## config.mk

```make
export PLATFORM = sky130hd
export DESIGN_NAME = line_buffer_wr_sched
export DESIGN_NICKNAME = d
export VERILOG_FILES = /design/src/rtl/line_buffer_wr_sched.sv
export SDC_FILE = /design/constraint.sdc
export NUM_CORES = 1
export LEC_CHECK = 0
export ABC_AREA = 1
export CAP_MARGIN = 40
export CORE_ASPECT_RATIO = 1.25
export CORE_MARGIN = 1.5
export CORE_UTILIZATION = 50
export DETAILED_ROUTE_END_ITERATION = 8
export MAX_ROUTING_LAYER = met4
export PLACE_DENSITY_LB_ADDON = 0.2
export RECOVER_POWER = 25
export SKIP_CTS_REPAIR_TIMING = 1
export SLEW_MARGIN = 10
export SYNTH_ARGS = -nofsm -noshare
export SYNTH_HDL_FRONTEND = slang
export SYNTH_SLANG_ARGS = --single-unit
```

## constraint.sdc

```tcl
create_clock -name r_sysclk -period 2.4 [get_ports r_sysclk]
set_clock_uncertainty 0.05 [all_clocks]
set_input_delay 0.6 -clock r_sysclk [delete_from_list [all_inputs] [get_ports r_sysclk]]
set_output_delay 0.6 -clock r_sysclk [all_outputs]
set_load 0.005 [all_outputs]
```

## src/rtl/line_buffer_wr_sched.sv

```systemverilog
// Write-side sequencer between the IDCT output and line_buffer: steers each 4:2:0 MCU
// sample onto the Y/U/V write enable and tracks MCU/band/frame position.
module line_buffer_wr_sched #(
    parameter int COLOR_PRECISION = 8,
    parameter int ROWS_W          = 6
) (
    input  logic                       r_sysclk,
    input  logic                       r_arst,
    input  logic                       i_start,
    input  logic [8:0]                 i_hres,
    input  logic [ROWS_W-1:0]          i_mcu_rows,
    input  logic                       i_valid,
    input  logic [COLOR_PRECISION-1:0] i_data,
    output logic                       o_ready,
    input  logic                       i_full,
    output logic                       o_Y_we,
    output logic                       o_U_we,
    output logic                       o_V_we,
    output logic [COLOR_PRECISION-1:0] o_wd,
    output logic [2:0]                 o_blk,
    output logic                       o_band_done,
    output logic                       o_frame_done,
    output logic                       o_busy
);
    typedef enum logic [1:0] {IDLE, WRITE, DONE} state_t;

    state_t                     state;
    logic [5:0]                 smp;
    logic [2:0]                 blk;
    logic [4:0]                 mcu;
    logic [4:0]                 last_mcu;
    logic [ROWS_W-1:0]          row;
    logic [ROWS_W-1:0]          last_row;
    logic                       accept;
    logic                       smp_wrap;
    logic                       blk_wrap;
    logic                       mcu_wrap;
    logic                       row_wrap;
    logic                       y_we_p1;
    logic                       u_we_p1;
    logic                       v_we_p1;
    logic                       band_p1;
    logic                       frame_p1;
    logic [COLOR_PRECISION-1:0] wd_p1;

    localparam logic [ROWS_W-1:0] ROW_ONE = {{(ROWS_W-1){1'b0}}, 1'b1};

    // Ready must drop in the same cycle full rises, so it stays combinational.
    assign o_ready  = (state == WRITE) && !i_full;
    assign accept   = i_valid && o_ready;
    assign smp_wrap = (smp == 6'd63);
    assign blk_wrap = smp_wrap && (blk == 3'd5);
    assign mcu_wrap = blk_wrap && (mcu == last_mcu);
    assign row_wrap = mcu_wrap && (row == last_row);

    assign o_blk        = blk;
    assign o_busy       = (state != IDLE);
    assign o_Y_we       = y_we_p1;
    assign o_U_we       = u_we_p1;
    assign o_V_we       = v_we_p1;
    assign o_band_done  = band_p1;
    assign o_frame_done = frame_p1;
    assign o_wd         = wd_p1;

    always_ff @(posedge r_sysclk or posedge r_arst) begin
        if (r_arst) begin
            state    <= IDLE;
            smp      <= '0;
            blk      <= '0;
            mcu      <= '0;
            row      <= '0;
            last_mcu <= '0;
            last_row <= '0;
            y_we_p1  <= 1'b0;
            u_we_p1  <= 1'b0;
            v_we_p1  <= 1'b0;
            band_p1  <= 1'b0;
            frame_p1 <= 1'b0;
            wd_p1    <= '0;
        end else begin
            // Stage p1: one-cycle write strobe carrying the accepted sample
            y_we_p1  <= 1'b0;
            u_we_p1  <= 1'b0;
            v_we_p1  <= 1'b0;
            band_p1  <= 1'b0;
            frame_p1 <= 1'b0;
            if (accept) begin
                wd_p1    <= i_data;
                y_we_p1  <= (blk < 3'd4);
                u_we_p1  <= (blk == 3'd4);
                v_we_p1  <= (blk == 3'd5);
                band_p1  <= mcu_wrap;
                frame_p1 <= row_wrap;
            end

            case (state)
                IDLE: begin
                    if (i_start) begin
                        state    <= WRITE;
                        last_mcu <= i_hres[8:4];
                        last_row <= i_mcu_rows;
                        smp      <= '0;
                        blk      <= '0;
                        mcu      <= '0;
                        row      <= '0;
                    end
                end
                WRITE: begin
                    if (accept) begin
                        smp <= smp + 6'd1;
                        if (smp_wrap)
                            blk <= (blk == 3'd5) ? 3'd0 : blk + 3'd1;
                        if (blk_wrap)
                            mcu <= (mcu == last_mcu) ? 5'd0 : mcu + 5'd1;
                        if (mcu_wrap)
                            row <= (row == last_row) ? '0 : row + ROW_ONE;
                        if (row_wrap)
                            state <= DONE;
                    end
                end
                DONE:    state <= IDLE;
                default: state <= IDLE;
            endcase
        end
    end
endmodule

```

## Word level (Yosys, flattened, before mapping)

Cells that the tools add are included.

- Reductions and logical operators: 15
- Add/sub/neg operators: 4
- Magnitude comparators: 1
- Equality and inequality tests: 12
- Muxes and demuxes: 26

Operator list:

| kind | number |
|---|---|
| 6-bit 2-to-1 mux | 5 |
| 6-bit case mux with 2 select lines | 2 |
| 5-bit 2-to-1 mux | 4 |
| 6-bit by 1-bit adder with 6-bit output, second input constant | 2 |
| 3-bit 2-to-1 mux | 4 |
| 2-bit != test, second input constant | 6 |
| 4-bit AND reduction | 3 |
| 5-bit case mux with 2 select lines | 1 |
| 3-bit equality test, second input constant | 2 |
| 6-bit equality test | 1 |
| 6-bit equality test, second input constant | 1 |
| 2-bit 2-to-1 mux | 3 |
| 3-bit case mux with 2 select lines | 1 |
| 3-bit AND reduction | 2 |
| 5-bit by 1-bit adder with 5-bit output, second input constant | 1 |
| 5-bit equality test | 1 |
| 1-bit logical AND | 5 |
| 1-bit 2-to-1 mux | 5 |
| 2-bit case mux with 2 select lines | 1 |
| 2-bit nonzero test | 2 |
| 3-bit by 1-bit adder with 3-bit output, second input constant | 1 |
| 3-bit < comparator, second input constant | 1 |
| 2-bit by 1-bit equality test with 1-bit output, second input constant | 1 |
| 2-bit logical NOT | 1 |
| other kinds (2) | 2 |

- Word-level logic and storage cells: 71
- Register bits after elaboration: 46
- Output and inout port bits: 18

## Logic depth before layout (Yosys ltp)

Gate-level depths: netlist of the first run.

- Word-level depth: 7
- Depth in mapped cells: 10
- Mapped depth without buffers: 10

## Worst setup path after synthesis of the first run

Ideal clock, no wire load.

- Path kind: reg-to-reg
- Start point: reg smp[0]
- End point: reg row[0]
- Setup time: 0.116 ns
- Data arrival time: 1.341 ns
- Clock period less this slack: 1.508 ns
- Cell stages (with the launch flop): 11
- Setup slack: 0.892 ns
- Path through: dfrtp_1 > ha_1 > nand2_1 > nor2_2 > nand2_1 > nand2_1 > nand2_8 > clkinv_4 > o21ai_2 > nand2_1 > nand2_1

- Cells in the longest elaborated chain, start to end: 5

RTL lines:

| element | line | RTL |
|---|---|---|
| from (decl) | 28 | `logic [5:0] smp;` |
| from (signal assigned) | 110 | `smp <= smp + 6'd1;` |
| 6-bit equality test | 51 | `assign smp_wrap = (smp == 6'd63);` |
| 1-bit logical AND | 52 | `assign blk_wrap = smp_wrap && (blk == 3'd5);` |
| 1-bit logical AND | 53 | `assign mcu_wrap = blk_wrap && (mcu == last_mcu);` |
| 2-bit != test (no source line) | n/a |  |
| 4-bit AND reduction (no source line) | n/a |  |
| to (signal assigned) | 116 | `row <= (row == last_row) ? '0 : row + ROW_ONE;` |
| to (decl) | 32 | `logic [ROWS_W-1:0] row;` |

Every way passes these cells.
A chain may end at the register's enable or synchronous reset.

## Final worst setup path of the first run

- Start point: in i_full
- End point: out o_ready

- Cells in the longest elaborated chain, start to end: 2

RTL lines:

| element | line | RTL |
|---|---|---|
| from (decl) | 15 | `input logic i_full,` |
| 1-bit logical NOT | 49 | `assign o_ready = (state == WRITE) && !i_full;` |
| 1-bit logical AND | 49 |  |
| to (decl) | 14 | `output logic o_ready,` |

Every way passes these cells.

==> results of run 1 <==
path summary, 6_finish.rpt:
kind	startpoint	end	slack, ns	depth (start not counted)
max	i_full	o_ready	0.11	3
min	o_wd[3]$_DFFE_PP0P_	o_wd[3]$_DFFE_PP0P_	0.44	2
max reg2reg	smp[0]$_DFFE_PP0P_	row[4]$_DFFE_PP0P_	0.67	10
min reg2reg	o_wd[3]$_DFFE_PP0P_	o_wd[3]$_DFFE_PP0P_	0.44	2
max in group asynchronous	r_arst	last_mcu[1]$_DFFE_PP0P_	0.56	3
min in group asynchronous	r_arst	last_row[4]$_DFFE_PP0P_	1.05	3
final cells by class:
class | instances | area [um2]
fill | 396 | 1520
inverter | 41 | 159
clock inverter | 1 | 5.00
clock buffer | 7 | 86.3
timing repair buffer | 45 | 438
multi-input combinational | 213 | 1030
tap | 58 | 72.6
sequential | 46 | 1150
cells in the mapped netlist, drive strengths merged:
master | n | area, um2
nand4 | 3 | 18.8
o31ai | 1 | 7.51
xnor2 | 1 | 8.76
nand2 | 118 | 475
xor2 | 5 | 43.8
ha | 3 | 37.5
buf | 2 | 10.0
nor3 | 5 | 25.0
clkinv | 2 | 12.5
dfrtp | 46 | 1150
nor2 | 32 | 163
clkbuf | 1 | 3.75
o21ai | 18 | 97.6
a21oi | 5 | 25.0
nand3 | 21 | 123
inv | 39 | 146
o21a | 1 | 7.51
routing by layer:
layer  part of all wire (%)  vias to the layer above  track usage (%)
met5                      0                        -                -
met4                    1.6                        0             9.79
met3                    4.2                        4             4.51
met2                     49                       44             36.3
met1                     45                      926             24.3
li1                       -                     1036                -
power groups by stage:
stage | registers [mW] | logic [mW] | clock network, mW
3_3_place_gp | 0.927 | 0.312 | 0
6_report | 0.917 | 0.314 | 0.485
4_1_cts | 0.917 | 0.323 | 0.501
5_1_grt | 0.928 | 0.354 | 0.529
2_1_floorplan | 0.921 | 0.162 | 0
3_5_place_dp | 0.929 | 0.320 | 0
metrics by stage:
stage	worst slack, ns	util (%)	area, um2	cells	hold slack, ns
after floorplan	0.662	-	2360	303	0.417
after global placement	0.133	64.3	2870	403	0.414
after detailed placement	0.0957	64.3	2870	403	0.423
after CTS	0.0959	66.4	2960	411	0.445
after global routing	0.0480	66.0	2940	411	0.473
final	0.112	66.0	2940	411	0.437
logic make-up after synthesis:
kind of cell / after synthesis / share of synthesized area, %
fa+ha+maj: 3 / 1.59
xor+xnor: 6 / 2.23
flops: 46 / 48.9
buf+inv: 44 / 7.33
compound gates: 25 / 5.84
simple gates: 179 / 34.1
flip-flops by register name (all words and copies together), names as in the netlist:
| name | count |
|---|---|
| last_row | 6 |
| o_frame_done | 1 |
| o_V_we | 1 |
| o_band_done | 1 |
| smp | 6 |
| last_mcu | 5 |
| o_wd | 8 |
| o_blk | 3 |
| state | 2 |
| o_U_we | 1 |
| row | 6 |
| o_Y_we | 1 |
| mcu | 5 |
worst register-to-register path: stages (launching register included):
cell and delay (ns):
dfrtp_1 0.42, ha_1 0.20, nand2_1 0.10, nor2_2 0.15
nand2_1 0.09, nand2_1 0.20, nand2_8 0.10, clkinv_4 0.09
o21ai_2 0.10, nand2_1 0.09, nand2_1 0.05
==> results.md, run 1 <==
- P&R area growth vs syn: 25.0%
- Psw: 470 uW
- Worst Path Buf+Inv: 2
- Die Span X: 64.4 um
- Most Frequent Cell on Critical Path: clkdlybuf4s50_1
- Layout cells sized above 1: 7.37%
- Critical Path Max Stage Delay: 0.51 ns
- Initial antenna violation count: 0
- DR vias/cell: 4.89
- Diode count: 0
- Clk root buf: clkbuf_8
- DRC Markers: 0
- Core Region: 0.00446 mm2
- Unrepaired setup endpoints after global routing: no
- Clock Path Buffers: 2
- Status: finished clean
- Commonest non-fill, non-tap cell in the layout: nand2_1
- Critical Path, Cell by Cell: clkdlybuf4s50_1 -> nor2_1 -> clkdlybuf4s50_1
- Final wirelength: 4780 um
- Final Setup Violations: 0
- Share of power burned in registers: 53.4%
- Slowest library cell on the worst path: clkdlybuf4s50_1
- Lkg Pwr: 1.51 nW
- Element type at the critical path end: primary output
- GRT Residual Overflow: 0
- Vias: 2010
- Avg WL per Cell: 11.6 um
- DR iter-0 viols: 84
- Crit path DAT: 1.64 ns
- Synthesized area per cell: 7.78 um2
- Dpl hpwl: 3450 um
- Num CTS Buffers: 5
- Clock power frac: 28.3%
- Synth warnings: 0
- Max IR drop VDD: 0.452 mV
- Clk sinks: 46
- CTS tree: built
- Global placer's final weighted congestion: 0.800
- Mapped cell area: 0.00236 mm2
- Clock Latency Late Sink: 0.30 ns
- Syn_nets: 334
- Initial core utilization: 52.8%
- DRT Pass-1 Iters: 5
- Fmax: 437 MHz
- Setup CP Type: in -> out
- Min Tclk post-route: 2.29 ns
- DIE AREA: 0.00514 mm2
- First-pass GRT wire length: 8220 um
- Setup TNS: 0 ns
- Fin crit share: 95.3%
- Cell Int Power: 1.25 mW
- Commonest cells after routing, fill and taps aside: nand2_1 (116), dfrtp_1 (46), clkdlybuf4s50_1 (40)
- Cell Pwr Density: 583 mW/mm2
- Worst slew pin tran: 1.13 ns
- Final max-slew violation count: 0
- Synthesized flop and latch total: 46
- Die Y: 79.7 um
- Register area share after synthesis: 48.9%
- Max Cap Viol: 0
- Critical path data required time: 1.75 ns
- I/O Buffers: 41
- Total power: 1.72 mW
- Top delay family on crit path: buffers and inverters
- Row cnt: 27
- Antenna-violating nets left: 0
- Worst setup SP type: input port
- Io pins: 46
- Nets@finish: 383
- Slew headroom: 24.4%
- Number of global-route vias before repair: 1920
- Hold Vio Cnt, Final: 0
- Critical-path maximum fanout: 2
- Worst-path clk slew: 0.08 ns
- Worst hold path class: reg -> reg
- Synth unique cells: 26
- Largest net degree at the start of global routing: 47
- H-tree levels: 2
- Overall routing resource usage: 21.4%
- Sw Ratio: 27.4%
- Syn Inst Count: 303
- Comb pwr share: 18.3%
(Power assumes the default switching activity.)
==> inputs of run 2 (changes only) <==
--- a/config.mk
+++ b/config.mk
@@ -6,7 +6,7 @@
 export NUM_CORES = 1
 export LEC_CHECK = 0
 export ABC_AREA = 1
-export CAP_MARGIN = 40
+export CAP_MARGIN = 15
 export CORE_ASPECT_RATIO = 1.25
 export CORE_MARGIN = 1.5
 export CORE_UTILIZATION = 50
==> results of run 2 <==
No change in the layout: final DEF, timing and power equal those of run 1.
==> inputs of run 3 (changes only) <==
--- a/config.mk
+++ b/config.mk
@@ -10,6 +10,7 @@
 export CORE_ASPECT_RATIO = 1.25
 export CORE_MARGIN = 1.5
 export CORE_UTILIZATION = 50
+export CTS_CLUSTER_SIZE = 30
 export DETAILED_ROUTE_END_ITERATION = 8
 export MAX_ROUTING_LAYER = met4
 export PLACE_DENSITY_LB_ADDON = 0.2
==> constraint.sdc (replaced) <==
create_clock -name r_sysclk -period 2.72 [get_ports r_sysclk]
set_clock_uncertainty 0.05 [all_clocks]
set_input_delay 0.68 -clock r_sysclk [delete_from_list [all_inputs] [get_ports r_sysclk]]
set_output_delay 0.68 -clock r_sysclk [all_outputs]
set_load 0.005 [all_outputs]
==> run 3 against run 2 <==
Effect of this change: worst hold slack better by 0.0042 ns; final cell count stayed put; critical endpoint unchanged; combinational power is 13% lower; routed wire length is 1.7% higher; clock-buffer cell count is 2 lower; setup slack better by 0.16 ns; highest routed layer unchanged; die area stayed put; cell area is 1.1% higher; via count is 0.40% higher; first-iteration DRC count is 67% higher.
==> results.md, run 3 (same netlist as run 1, synthesis figures left out) <==
- DRT Pass-1 Iters: 4
- Cell Pwr Density: 570 mW/mm2
- Share of power burned in registers: 47.6%
- P&R area growth vs syn: 26.4%
- First-pass GRT wire length: 8250 um
- Commonest non-fill, non-tap cell in the layout: nand2_1
- Antenna-violating nets left: 0
- DIE AREA: 0.00514 mm2
- Flop-to-flop setup slack: 0.72 ns
- Final max-slew violation count: 0
- Element type at the critical path end: primary output
- Max reg flops: 8
- Multi-input gate area: 0.00102 mm2
- Initial core utilization: 52.8%
- Clock Latency Late Sink: 0.30 ns
- Io pins: 46
- Nets@finish: 383
- Sw Ratio: 25.8%
- Commonest cells after routing, fill and taps aside: nand2_1 (116), dfrtp_1 (46), clkdlybuf4s50_1 (40)
- GRT Residual Overflow: 0
- Dpl hpwl: 3440 um
- Fin crit share: 90.1%
- Initial antenna violation count: 0
- Final wirelength: 4860 um
- DR vias/cell: 4.91
- Largest net degree at the start of global routing: 27
- Clk sinks: 46
- DR iter-0 viols: 140
- Row cnt: 27
- Die Span X: 64.4 um
- Comb pwr share: 16.1%
- DRT met1 WL: 2200 um
- Critical-path maximum fanout: 2
- Num CTS Buffers: 5
- Critical path data required time: 1.99 ns
- Slew headroom: 52.5%
- Number of global-route vias before repair: 1902
- Wire length on met3: 195 um
- Clock power frac: 36.2%
- Fmax: 408 MHz
- Setup TNS: 0 ns
- Overall routing resource usage: 21.5%
- DRC Markers: 0
- Lkg Pwr: 1.53 nW
- CTS tree: built
- Vias: 2018
- Max IR drop VDD: 0.398 mV
- Worst slew pin tran: 0.708 ns
- Total power: 1.70 mW
- Clk root buf: clkbuf_8
- Die Y: 79.7 um
- Fillers: 384
- WL met2: 2400 um
- Fin util: 66.8%
- Worst-path clk slew: 0.09 ns
- Cells after DPL: 403
- Global placer's final weighted congestion: 0.838
- Status: finished clean
- Cell Int Power: 1.26 mW
- Hold Vio Cnt, Final: 0
- Register area: 0.00115 mm2
- H-tree levels: 2
- Diode count: 0
- Clock Path Buffers: 2
- Min Tclk post-route: 2.45 ns
- Unrepaired setup endpoints after global routing: no
- Crit path DAT: 1.72 ns
- Final Setup Violations: 0
- Worst hold path class: reg -> reg
- Core Region: 0.00446 mm2
- Avg WL per Cell: 11.8 um
- Max Cap Viol: 0
- Layout cells sized above 1: 7.37%
- Layout Cells excl Fill: 411
- Setup CP Type: in -> out
- Top Layer Used: met4
- I/O Buffers: 41
- Worst setup SP type: input port
- Psw: 437 uW
[run 3: cell types whose count changed in the layout (fill, tap and decap cells not counted), sizes merged]
cell / delta
bufinv: +2
clkbuf: -2
[run 3: final timing paths]
check | from | end | cells after the start
max | i_full | o_ready | 3
max reg2reg | state[0]$_DFFE_PP0P_ | row[2]$_DFFE_PP0P_ | 9
min reg2reg | o_wd[7]$_DFFE_PP0P_ | o_wd[7]$_DFFE_PP0P_ | 2
max in group asynchronous | r_arst | mcu[0]$_DFFE_PP0P_ | 3
min in group asynchronous | r_arst | o_wd[7]$_DFFE_PP0P_ | 2
min | o_wd[7]$_DFFE_PP0P_ | o_wd[7]$_DFFE_PP0P_ | 2
[run 3: power by group through the flow]
stage | registers, mW | logic [mW] | clock network [mW]
5_1_grt | 0.819 | 0.312 | 0.649
2_1_floorplan | 0.813 | 0.143 | 0
3_3_place_gp | 0.817 | 0.275 | 0
4_1_cts | 0.809 | 0.283 | 0.626
6_report | 0.809 | 0.274 | 0.615
3_5_place_dp | 0.820 | 0.280 | 0
[run 3: stage by stage]
| step | area (um2) | hold slack, ns | setup slack (ns) |
|---|---|---|---|
| 6_report | 2980 | 0.441 | 0.269 |
| 5_1_grt | 2980 | 0.468 | 0.233 |
| 4_1_cts | 3010 | 0.444 | 0.271 |
| 3_5_place_dp | 2870 | 0.415 | 0.283 |
| 3_3_place_gp | 2870 | 0.416 | 0.294 |
| 2_1_floorplan | 2360 | 0.417 | 0.902 |
[run 3: worst max-delay path, cell delays in order]
cell and delay (ns):
clkdlybuf4s50_1 0.43, nor2_1 0.11, clkdlybuf4s50_1 0.50
[run 3: final cells by class]
cell class                 count  area share [%]
multi-input combinational    213            34.2
clock inverter                 3            2.31
tap                           58            2.44
sequential                    46            38.7
clock buffer                   5            2.31
inverter                      41            5.34
timing repair buffer          45            14.7
[run 3: per-layer routing]
layer	global-route usage [%]	vias up
met5	-	-
met4	7.87	0
met3	4.51	7
met2	37.8	36
met1	23.9	944
li1	-	1031
